### config.mk
export PLATFORM = sky130hd
export DESIGN_NAME = rr_mux8
export DESIGN_NICKNAME = d
export VERILOG_FILES = /design/src/rtl/rr_mux8_pkg.sv /design/src/rtl/rr_mux8_arb.sv /design/src/rtl/rr_mux8.sv
export SDC_FILE = /design/constraint.sdc
export NUM_CORES = 1
export LEC_CHECK = 0
export BUFFER_PORTS_ARGS = -buffer_cell sky130_fd_sc_hd__buf_2
export CORE_UTILIZATION = 49
export CTS_CLUSTER_DIAMETER = 40
export DETAILED_ROUTE_END_ITERATION = 8
export GPL_TIMING_DRIVEN = 0
export PLACE_DENSITY = 0.82
export SETUP_SLACK_MARGIN = 0.5
export SLEW_MARGIN = 20
export SYNTH_ARGS = -nofsm -noshare
export SYNTH_HDL_FRONTEND = slang
export SYNTH_SLANG_ARGS = --single-unit
### constraint.sdc
create_clock -name clk -period 5.8 [get_ports clk]
set_input_delay 0.29 -clock clk [delete_from_list [all_inputs] [get_ports clk]]
set_output_delay 0.29 -clock clk [all_outputs]
set_load 0.02 [all_outputs]
### src/rtl/rr_mux8_pkg.sv
// -----------------------------------------------------------------------------
// rr_mux8_pkg
// Shared constants, types and helpers for the 8:1 round-robin multiplexer.
//   N_CH   : number of source channels (8)
//   SEL_W  : width of a channel index (3)
//   sel_t  : channel index type
//   next_idx(i) : (i + 1) mod 8, the round-robin successor of a channel
// -----------------------------------------------------------------------------
package rr_mux8_pkg;

    localparam int N_CH  = 8;
    localparam int SEL_W = 3;

    typedef logic [SEL_W-1:0] sel_t;

    // Natural 3-bit wrap gives the modulo-8 behaviour.
    function automatic sel_t next_idx(input sel_t i);
        return i + sel_t'(1);
    endfunction

endpackage

### src/rtl/rr_mux8_arb.sv
// -----------------------------------------------------------------------------
// rr_arb8
// Combinational round-robin arbiter over eight requesters.
// The scan starts at the channel after ptr and wraps, so ptr itself has the
// lowest priority; a lone requester sitting on ptr is therefore still granted.
// Ports:
//   req     in  [7:0]  request vector, bit k = channel k
//   ptr     in  sel_t  last granted channel
//   en      in  1      grant allowed this cycle (0 forces no grant)
//   gnt     out [7:0]  one-hot grant (all zero when nothing granted)
//   gnt_idx out sel_t  index of the granted channel (0 when none)
//   any     out 1      a grant was issued
// -----------------------------------------------------------------------------
module rr_arb8
    import rr_mux8_pkg::*;
(
    input  logic [N_CH-1:0] req,
    input  sel_t            ptr,
    input  logic            en,
    output logic [N_CH-1:0] gnt,
    output sel_t            gnt_idx,
    output logic            any
);

    sel_t scan_idx;

    always_comb begin
        gnt      = '0;
        gnt_idx  = '0;
        any      = 1'b0;
        scan_idx = next_idx(ptr);
        // Visit ptr+1 .. ptr+8 (the last one is ptr itself); first hit wins.
        for (int i = 0; i < N_CH; i++) begin
            if (en && !any && req[scan_idx]) begin
                any     = 1'b1;
                gnt_idx = scan_idx;
            end
            scan_idx = next_idx(scan_idx);
        end
        if (any) begin
            gnt[gnt_idx] = 1'b1;
        end
    end

endmodule

### src/rtl/rr_mux8.sv
// -----------------------------------------------------------------------------
// rr_mux8
// 8:1 round-robin arbitrated multiplexer with a registered output stream.
// Each output beat carries the index of its source channel on out_sel so a
// downstream 1:8 demux can route it back to the matching lane.
//
// Optional build macro: RR_MUX8_PKT_LOCK_EN
//   When defined, a grant sticks to a channel from its first beat with
//   in_last=0 until its beat with in_last=1 (packet lock). When undefined,
//   arbitration is per beat and in_last is only forwarded.
//
// Ports:
//   clk        in  1        rising-edge clock
//   rst_n      in  1        asynchronous active-low reset
//   in_valid   in  [7:0]    per-channel valid
//   in_data    in  [8*W-1:0] channel k at [k*W +: W]
//   in_last    in  [7:0]    per-channel end-of-packet
//   in_ready   out [7:0]    per-channel accept, at most one bit high
//   out_valid  out 1        output beat valid
//   out_data   out [W-1:0]  selected data
//   out_sel    out [2:0]    source channel of the current beat
//   out_last   out 1        in_last of the current beat
//   out_ready  in  1        downstream accept
// -----------------------------------------------------------------------------
module rr_mux8
    import rr_mux8_pkg::*;
#(
    parameter int W = 8
) (
    input  logic              clk,
    input  logic              rst_n,
    input  logic [N_CH-1:0]   in_valid,
    input  logic [N_CH*W-1:0] in_data,
    input  logic [N_CH-1:0]   in_last,
    output logic [N_CH-1:0]   in_ready,
    output logic              out_valid,
    output logic [W-1:0]      out_data,
    output logic [SEL_W-1:0]  out_sel,
    output logic              out_last,
    input  logic              out_ready
);

    sel_t            ptr_reg;
    logic            load;
    logic [N_CH-1:0] req;
    logic [N_CH-1:0] gnt;
    sel_t            gnt_idx;
    logic            any;
    logic [W-1:0]    ch_data [N_CH];

    // Unpack the flat data bus into per-channel words.
    generate
        for (genvar gi = 0; gi < N_CH; gi++) begin : g_unpack
            assign ch_data[gi] = in_data[gi*W +: W];
        end
    endgenerate

    // Output register is empty or being drained this cycle.
    assign load = ~out_valid | out_ready;

`ifdef RR_MUX8_PKT_LOCK_EN
    logic lock_reg;

    // While locked, ptr_reg holds the owning channel; masking the request
    // vector to that channel keeps everyone else out even if it stalls.
    always_comb begin
        req = in_valid;
        if (lock_reg) begin
            req = in_valid & (N_CH'(1) << ptr_reg);
        end
    end

    always_ff @(posedge clk or negedge rst_n) begin
        if (!rst_n) begin
            lock_reg <= 1'b0;
        end else if (load && any) begin
            lock_reg <= ~in_last[gnt_idx];
        end
    end
`else
    assign req = in_valid;
`endif

    // rst_n gates the enable so in_ready stays low while reset is held,
    // whatever the inputs are doing.
    rr_arb8 u_arb (
        .req     (req),
        .ptr     (ptr_reg),
        .en      (load & rst_n),
        .gnt     (gnt),
        .gnt_idx (gnt_idx),
        .any     (any)
    );

    assign in_ready = gnt;

    always_ff @(posedge clk or negedge rst_n) begin
        if (!rst_n) begin
            out_valid <= 1'b0;
            out_data  <= '0;
            out_sel   <= '0;
            out_last  <= 1'b0;
            ptr_reg   <= sel_t'(N_CH - 1);
        end else if (load) begin
            if (any) begin
                out_valid <= 1'b1;
                out_data  <= ch_data[gnt_idx];
                out_sel   <= gnt_idx;
                out_last  <= in_last[gnt_idx];
                ptr_reg   <= gnt_idx;
            end else begin
                // Nothing to send: drop valid, keep payload and pointer.
                out_valid <= 1'b0;
            end
        end
    end

endmodule

**Word-level counts from Yosys, hierarchy flattened**

Index checks and enable logic that the tools add are counted.

- Flip-flop bits (word level): 16
- Bits in latches: 0
- Bits in writable memories: 0
- ROM bits: 0
- Bits of input ports: 83
- Output and inout port bits: 21
- Logic and storage cells: 93
- Memories: 0

- Add/sub/neg operators: 8
- $mul: 0
- Div/mod/pow operators: 0
- $lt $le $gt $ge: 11
- Eq/ne operators: 0
- Shifts and indexed selects: 0
- Muxes and demuxes: 41
- Bitwise gates (word level): 4
- Reductions and logical operators: 24

Operators with widths:

| cell | number |
|---|---|
| 3-bit by 4-bit < comparator with 1-bit output (second input constant) | 9 |
| 1-bit binary-select mux with 3-bit select | 9 |
| 3-bit by 1-bit adder with 3-bit output (second input constant) | 8 |
| 8-bit binary-select mux with 3-bit select | 1 |
| 3-bit two-way mux | 8 |
| 8-bit two-way mux | 3 |
| 1-bit two-way mux | 19 |
| 1-bit logical AND | 16 |
| 1-bit logical NOT | 7 |
| 4-bit greater-or-equal comparator (second input constant) | 1 |
| 3-bit NOT with 4-bit output | 1 |
| 1-bit demux with 3-bit select | 1 |
| 3-bit by 1-bit greater-or-equal comparator with 1-bit output (second input constant) | 1 |
| 2-bit AND reduction | 1 |
| 1-bit AND | 1 |
| 1-bit NOT | 1 |
| 1-bit OR | 1 |

**Depth between registers and ports, before layout**

Gate-level depths: netlist of run 1.

- Depth in word-level cells: 38
- Mapped depth: 17
- Depth with buffers taken out: 11

**Hierarchy**

A second synthesis of run 1 with hierarchy kept.

- Cells, all modules: 261
- Area total of the unflattened synthesis: 2647.5 sq um

By module, submodules not included:

| module | times used | cells each | area each (sq um) | sequential area each (sq um) |
|---|---|---|---|---|
| rr_arb8 | 1 | 147 | 1327.5 | 0.0 |
| rr_mux8 | 1 | 114 | 1320.0 | 404.1 |

**Least setup slack after synthesis of run 1**

Ideal clock, no wire load.

- Path kind: register to output
- From: register ptr_reg[0]
- To: output in_ready[0]
- Arrival: 4.156 ns
- Required time: 5.510 ns
- Path slack: 1.354 ns
- Stages on the path, launching flop included: 15
- Buffers on the path: 4
- Path through: dfstp_2 buf_6 inv_1 ha_1 mux4_2 or2_1 a211o_1 and2_0 clkbuf_1 or2_1 nor3_1 clkbuf_1 clkbuf_1 nor2_1 nor3_1

- Longest elaborated chain between the ends: 38
- Elaborated cells on any way between the ends: 68
- Those cells by class: 8 x add/sub; 2 x order compare; 35 x mux; 23 x reduce/logical

RTL lines:

| item | line | source |
|---|---|---|
| start: declaration | rr_mux8.sv:43 | `sel_t ptr_reg;` |
| start signal: assignment | rr_mux8.sv:103 | `ptr_reg <= sel_t'(N_CH - 1);` |
| start signal: assignment | rr_mux8.sv:110 | `ptr_reg <= gnt_idx;` |
| 3-bit by 1-bit adder with 3-bit output (*) | rr_mux8_pkg.sv:18 | `return i + sel_t'(1);` |
| parallel branches: the longest is 36 deep, another holds 3-bit by 4-bit < comparator with 1-bit output | - |  |
| 8-bit two-way mux (*) | rr_mux8_arb.sv:40 | `if (any) begin` |
| end: declaration | rr_mux8.sv:35 | `output logic [N_CH-1:0] in_ready,` |

Mark *: on every way between the ends. The select of a mux whose other input is x is not followed.

**Worst setup path in the final report of run 1**

- From: register ptr_reg[0]
- To: output in_ready[6]

Same word-level chain as after synthesis.

==> summary.txt, run 1 <==
Setup CP Type: reg2out
Yosys reg bits: 16
Data required, critical path: 5.51 ns
Number of I/O port buffers: 103
Final Hold Viols: 0
Share of layout cells above drive strength 1: 37.92%
Area Overhead vs Synth: 28.18%
Cts bufs inserted: 3
Skew final: 0.003096 ns
Overflow after GRT: 0
Post-Syn Area per Cell: 8.686 sq um
Drt initial violations: 164
RSZ-0062 raised after global routing: true
Syn Nets: 363
CP startpoint: ptr_reg[0]$_DFFE_PN1P_
Post-synth cell types: 52
Final min period: 5.108 ns
CP endpoint kind: output port
Worst setup SP type: register
Via/cell ratio: 6.000
ANT nets after route: 0
Full die area: 5176 sq um
H-tree depth: 1
Slew headroom: 53.20%
Number of antenna violations at the first check in global routing: 0
GRT Util Overall: 27.01%
Main synth FF type: dfrtp_1
Pin count of the biggest net entering global routing: 19
CP most frequent cell: buf_2
Worst slew pin tran: 0.6983 ns
Core area: 4723 sq um
Starting density of the core: 50.75%
Routed WL: 7150 um
CP Buf/Inv Count: 8
CTS tree: built
Die width: 71.95 um
Clock transition at the registers of the reported paths: 0.06 ns
First-pass GRT wire length: 11150 um
Multi-input logic area: 1749 sq um
Fmax: 0.1958 GHz
# DRC: 0
Cell area after synthesis: 2397 sq um
Final HPWL DP: 5666 um
Max Slew Vio Count: 0
Vias: 2712
FILL cells: 403
Antenna diode count: 0
Crit share post-route: 88.08%
Clock Sinks: 16
Peak fanout along the critical path: 10
Die H: 71.95 um
Synth warnings: 0
Clk_lat worst skew: 0.24 ns
Max-cap viol count: 0
Run status: finished clean
Hold_sp: out_ready
Sequential Area: 404.1 sq um
Yosys top cell area share: 13.57%
FF-to-FF Start: ptr_reg[0]$_DFFE_PN1P_
Crit-path max cell delay: 0.63 ns
# setup viols final: 0
Vias in the first global route: 2530
Routed len/inst: 15.82 um
NumNets Final: 473
Post-route setup TNS: 0 ns
Top cells by area, synth: dfrtp_1 14%, o211ai_1 12%, mux4_2 7.5%
Sequential fraction of the synthesis area: 16.86%
Cells along the critical path: buf_6 -> inv_1 -> ha_1 -> buf_2 -> mux4_2 -> inv_1 -> o211ai_1 -> and2_0 -> clkbuf_1 -> nor3_2 -> o21a_1 -> buf_6 -> buf_2 -> nand2b_1 -> nor3_1 -> buf_2
Worst path slowest cell: mux4_2
GPL Wtd Cong: 0.9105
Post-synth top area cell: dfrtp_1
Post-synth EDFFs: 0
WP data arrival: 4.82 ns
CP top delay family: buffers and inverters
Root Driver: clkbuf_8
Row count: 25
Worst Hold Class: in2reg
Post-Synthesis Cells: 276
CTS max path bufs: 2
Min Hold Slack: 0.3513 ns
Asr flop ratio synth: 100.0%
Max reg flops: 8
DRT Pass-1 Iters: 5
Top Ports: 104
path summary, 6_finish.rpt:
kind | slack, ns | cells after the start | endpoint
min | 0.35 | 3 | out_valid$_DFFE_PN0N_
min reg2reg | 0.47 | 1 | out_sel[1]$_DFFE_PN0P_
max in group asynchronous | 4.98 | 2 | ptr_reg[1]$_DFFE_PN1P_
max | 0.69 | 16 | in_ready[6]
min in group asynchronous | 0.51 | 2 | out_sel[2]$_DFFE_PN0P_
max reg2reg | 0.92 | 16 | out_data[0]$_DFFE_PN0P_
placed cells by master (no fill, tap or decap), drive strengths merged, types with 12 or more instances in the layout:
cell type | netlist | routed
dfrtp | 13 | 13
mux2 | 23 | 23
buf | 10 | 114
o211ai | 39 | 39
a31oi | 12 | 12
inv | 25 | 25
nor2 | 23 | 23
o221ai | 18 | 18
clkbuf | 15 | 19
synthesized netlist by cell type, types with 5 or more instances:
cell type	n
o211ai_1	39
o21ai_0	6
mux2_2	8
mux4_2	8
mux2_1	14
clkbuf_1	15
a31oi_1	12
mux2i_1	7
nor3_1	7
dfrtp_1	13
o221ai_1	18
nor2_1	23
inv_1	25
buf_2	5
area by class of cell:
type	instances	area share, %
plain buffers	25	5.008
inverters	25	3.054
clock buffers	4	1.792
well taps	67	2.728
flip-flops and latches	16	13.15
multi-input cells	210	56.92
repair buffers	105	17.35
worst register-to-register path: cells and delay by family, from the launching register on:
kind	cells	cell delay, ns
buffers and inverters	7	1.19
muxes	2	0.96
and+or+nand+nor	2	0.79
AOI/OAI and AO/OA	4	0.74
DFF	1	0.61
adders and majority gates	1	0.45
repair_timing:
item | 4_1_cts | 5_1_grt
gates resized for setup | 0 | 6
hold endpoints to repair | 13 | 0
setup buffers | 0 | 1
setup endpoints to repair | 0 | 7
hold buffers | 1 | 0
per-stage QoR:
| step | instances | setup WS [ns] | cell area [sq um] | util, % |
|---|---|---|---|---|
| 5_1_grt | 452 | 0.4742 | 3073 | 65.06 |
| 6_report | 452 | 0.6915 | 3073 | 65.06 |
| 2_1_floorplan | 276 | 1.354 | 2397 | - |
| 3_5_place_dp | 446 | 0.8337 | 2997 | 63.44 |
| 4_1_cts | 451 | 0.5637 | 3062 | 64.82 |
| 3_3_place_gp | 446 | 0.9580 | 2997 | 63.44 |
routing by layer:
metal,vias up,part of all wire [%],global-route usage [%],wire (um)
met2,113,53,49.90,3772
met3,18,6.1,3.333,438
met5,-,0,0,0
met1,1294,39,31.93,2762
li1,1287,-,-,-
met4,0,2.5,10.24,176
logic make-up after synthesis:
kind of cell / count (synthesis) / share of synthesized area, %
AOI/OAI and AO/OA: 101 / 32.15
and+or+nand+nor: 57 / 11.85
buffers and inverters: 50 / 10.18
muxes: 38 / 21.40
DFF: 16 / 16.86
xor gates and xnor gates: 10 / 5.480
adders and majority gates: 4 / 2.088
Power of run 1 is left out: the tool's default activity adds up to more than one toggle a clock period on the data nets, which glitch-free logic cannot reach.
==> run 2: changes to the inputs <==
==> constraint.sdc (replaced) <==
create_clock -name clk -period 5.8 [get_ports clk]
set_input_delay 0.29 -clock clk [delete_from_list [all_inputs] [get_ports clk]]
set_output_delay 0.29 -clock clk [all_outputs]
set_load 0.1 [all_outputs]
==> run 2 against run 1 <==
Net effect: cell area rose by 1.8%; core utilization grew 1.2 points; final cell count unchanged; clock-buffer cell count unchanged; register-to-register slack improved by 0.21 ns; critical path type unchanged; critical endpoint is now in_ready[0]; largest cell class unchanged.
==> summary.txt, run 2 (same netlist as run 1, synthesis figures left out) <==
Run status: finished clean
Pin count of the biggest net entering global routing: 19
Clock transition at the registers of the reported paths: 0.06 ns
Most frequent cells in the layout: 99 x buf_2, 39 x o211ai_1, 25 x inv_1
Setup CP Type: reg2out
Vias in the first global route: 2464
Root Driver: clkbuf_8
Top Ports: 104
WP data arrival: 4.83 ns
Starting density of the core: 50.75%
CTS tree: built
Max-cap viol count: 0
FF-to-FF Start: ptr_reg[0]$_DFFE_PN1P_
GRT Util Overall: 27.71%
GPL Wtd Cong: 0.8853
Clock Sinks: 16
R2r setup slk: 1.13 ns
Max reg flops: 8
First-pass GRT wire length: 11330 um
Hold Path End: out_valid$_DFFE_PN0N_
Full die area: 5176 sq um
RSZ-0062 raised after global routing: false
Max Slew Vio Count: 0
Post-route setup TNS: 0 ns
# DRC: 0
Antenna diode count: 0
Worst slew pin tran: 0.7281 ns
Core area: 4723 sq um
Crit share post-route: 88.26%
NumNets Final: 473
Share of layout cells above drive strength 1: 39.48%
ANT nets after route: 0
CTS max path bufs: 2
WHS Path Cells: 3
Cts bufs inserted: 3
Overflow after GRT: 0
# setup viols final: 0
Final instance area: 3128 sq um
Worst setup SP type: register
Vias: 2683
Routed len/inst: 16.10 um
Routed WL: 7276 um
Area Overhead vs Synth: 30.48%
Min Hold Slack: 0.3510 ns
Die H: 71.95 um
Row count: 25
Data required, critical path: 5.51 ns
Number of I/O port buffers: 103
DRT Pass-1 Iters: 4
R2R depth: 15
Worst Hold Class: in2reg
Peak fanout along the critical path: 10
Area after DPL: 3007 sq um
Die width: 71.95 um
Final min period: 5.119 ns
FILL cells: 408
Fmax: 0.1953 GHz
Final Hold Viols: 0
Final Util: 66.23%
Commonest non-fill, non-tap cell in the layout: buf_2
Clk_lat worst skew: 0.25 ns
Skew final: 0.001622 ns
CP endpoint kind: output port
Hold_sp: out_ready
H-tree depth: 1
Slew headroom: 51.11%
Drt initial violations: 176
Final HPWL DP: 5695 um
Via/cell ratio: 5.936
Number of antenna violations at the first check in global routing: 0
Worst R2R End: out_data[7]$_DFFE_PN0P_
==> run 2: cell types whose count changed in the layout (fill, tap and decap cells not counted), moves of 2 or more <==
cell,change
buf_2,-9
buf_4,+2
clkbuf_1,-2
clkbuf_2,+2
nor3_1,-2
clkbuf_4,+6
==> run 2: worst max path at each step <==
stage | endpoint | slack (ns) | cells past startpoint | start
finish | in_ready[0] | 0.68 | 15 | ptr_reg[0]$_DFFE_PN1P_
global route | in_ready[0] | 0.48 | 16 | ptr_reg[0]$_DFFE_PN1P_
CTS | in_ready[2] | 0.57 | 15 | ptr_reg[0]$_DFFE_PN1P_
detailed placement | in_ready[0] | 0.64 | 16 | ptr_reg[0]$_DFFE_PN1P_
global placement | in_ready[4] | 0.70 | 16 | ptr_reg[0]$_DFFE_PN1P_
floorplan | in_ready[0] | -0.22 | 14 | ptr_reg[0]$_DFFE_PN1P_
==> run 2: cell type report <==
class                      instances  area, sq um  area share, %
tap                               67        83.83          2.680
sequential                        16        404.1          12.92
clock buffer                       4        55.05          1.760
inverter                          25        93.84          3.000
buffer                            25        158.9          5.080
timing repair buffer             105        556.8          17.80
multi-input combinational        210         1775          56.76
==> run 2: what timing repair did <==
item	CTS	global route
hold buffers	1	0
buffers inserted	0	1
gates cloned	0	0
endpoints found under the hold margin	13	0
endpoints found under the setup margin	6	8
resized for setup	4	19
pin swaps	0	1
==> run 2: critical path, cell delays in order, from the launching register on <==
cell and delay (ns):
dfstp_2 0.61, buf_6 0.19, inv_1 0.15, ha_2 0.43, mux4_2 0.59, or2_1 0.24, a211o_1 0.27, and2_0 0.14
clkbuf_1 0.20, or2_1 0.31, nor3_1 0.27, clkbuf_2 0.29, clkbuf_2 0.25, nor2_1 0.12, nor3_1 0.24, buf_6 0.28
==> run 2: per-stage QoR <==
step                setup slack, ns  std cells
floorplan                   -0.2194        276
finish                       0.6809        452
global placement             0.7048        446
CTS                          0.5719        451
global route                 0.4839        452
detailed placement           0.6380        446
==> run 2: per-layer routing <==
metal	track usage, %	vias to the layer above	share of wire [%]
met5	0	-	0
met4	10.46	0	2.0
met1	34.66	1283	40
li1	-	1285	-
met3	2.083	15	4.5
met2	50.00	100	54
Power of run 2 is left out for the same reason.
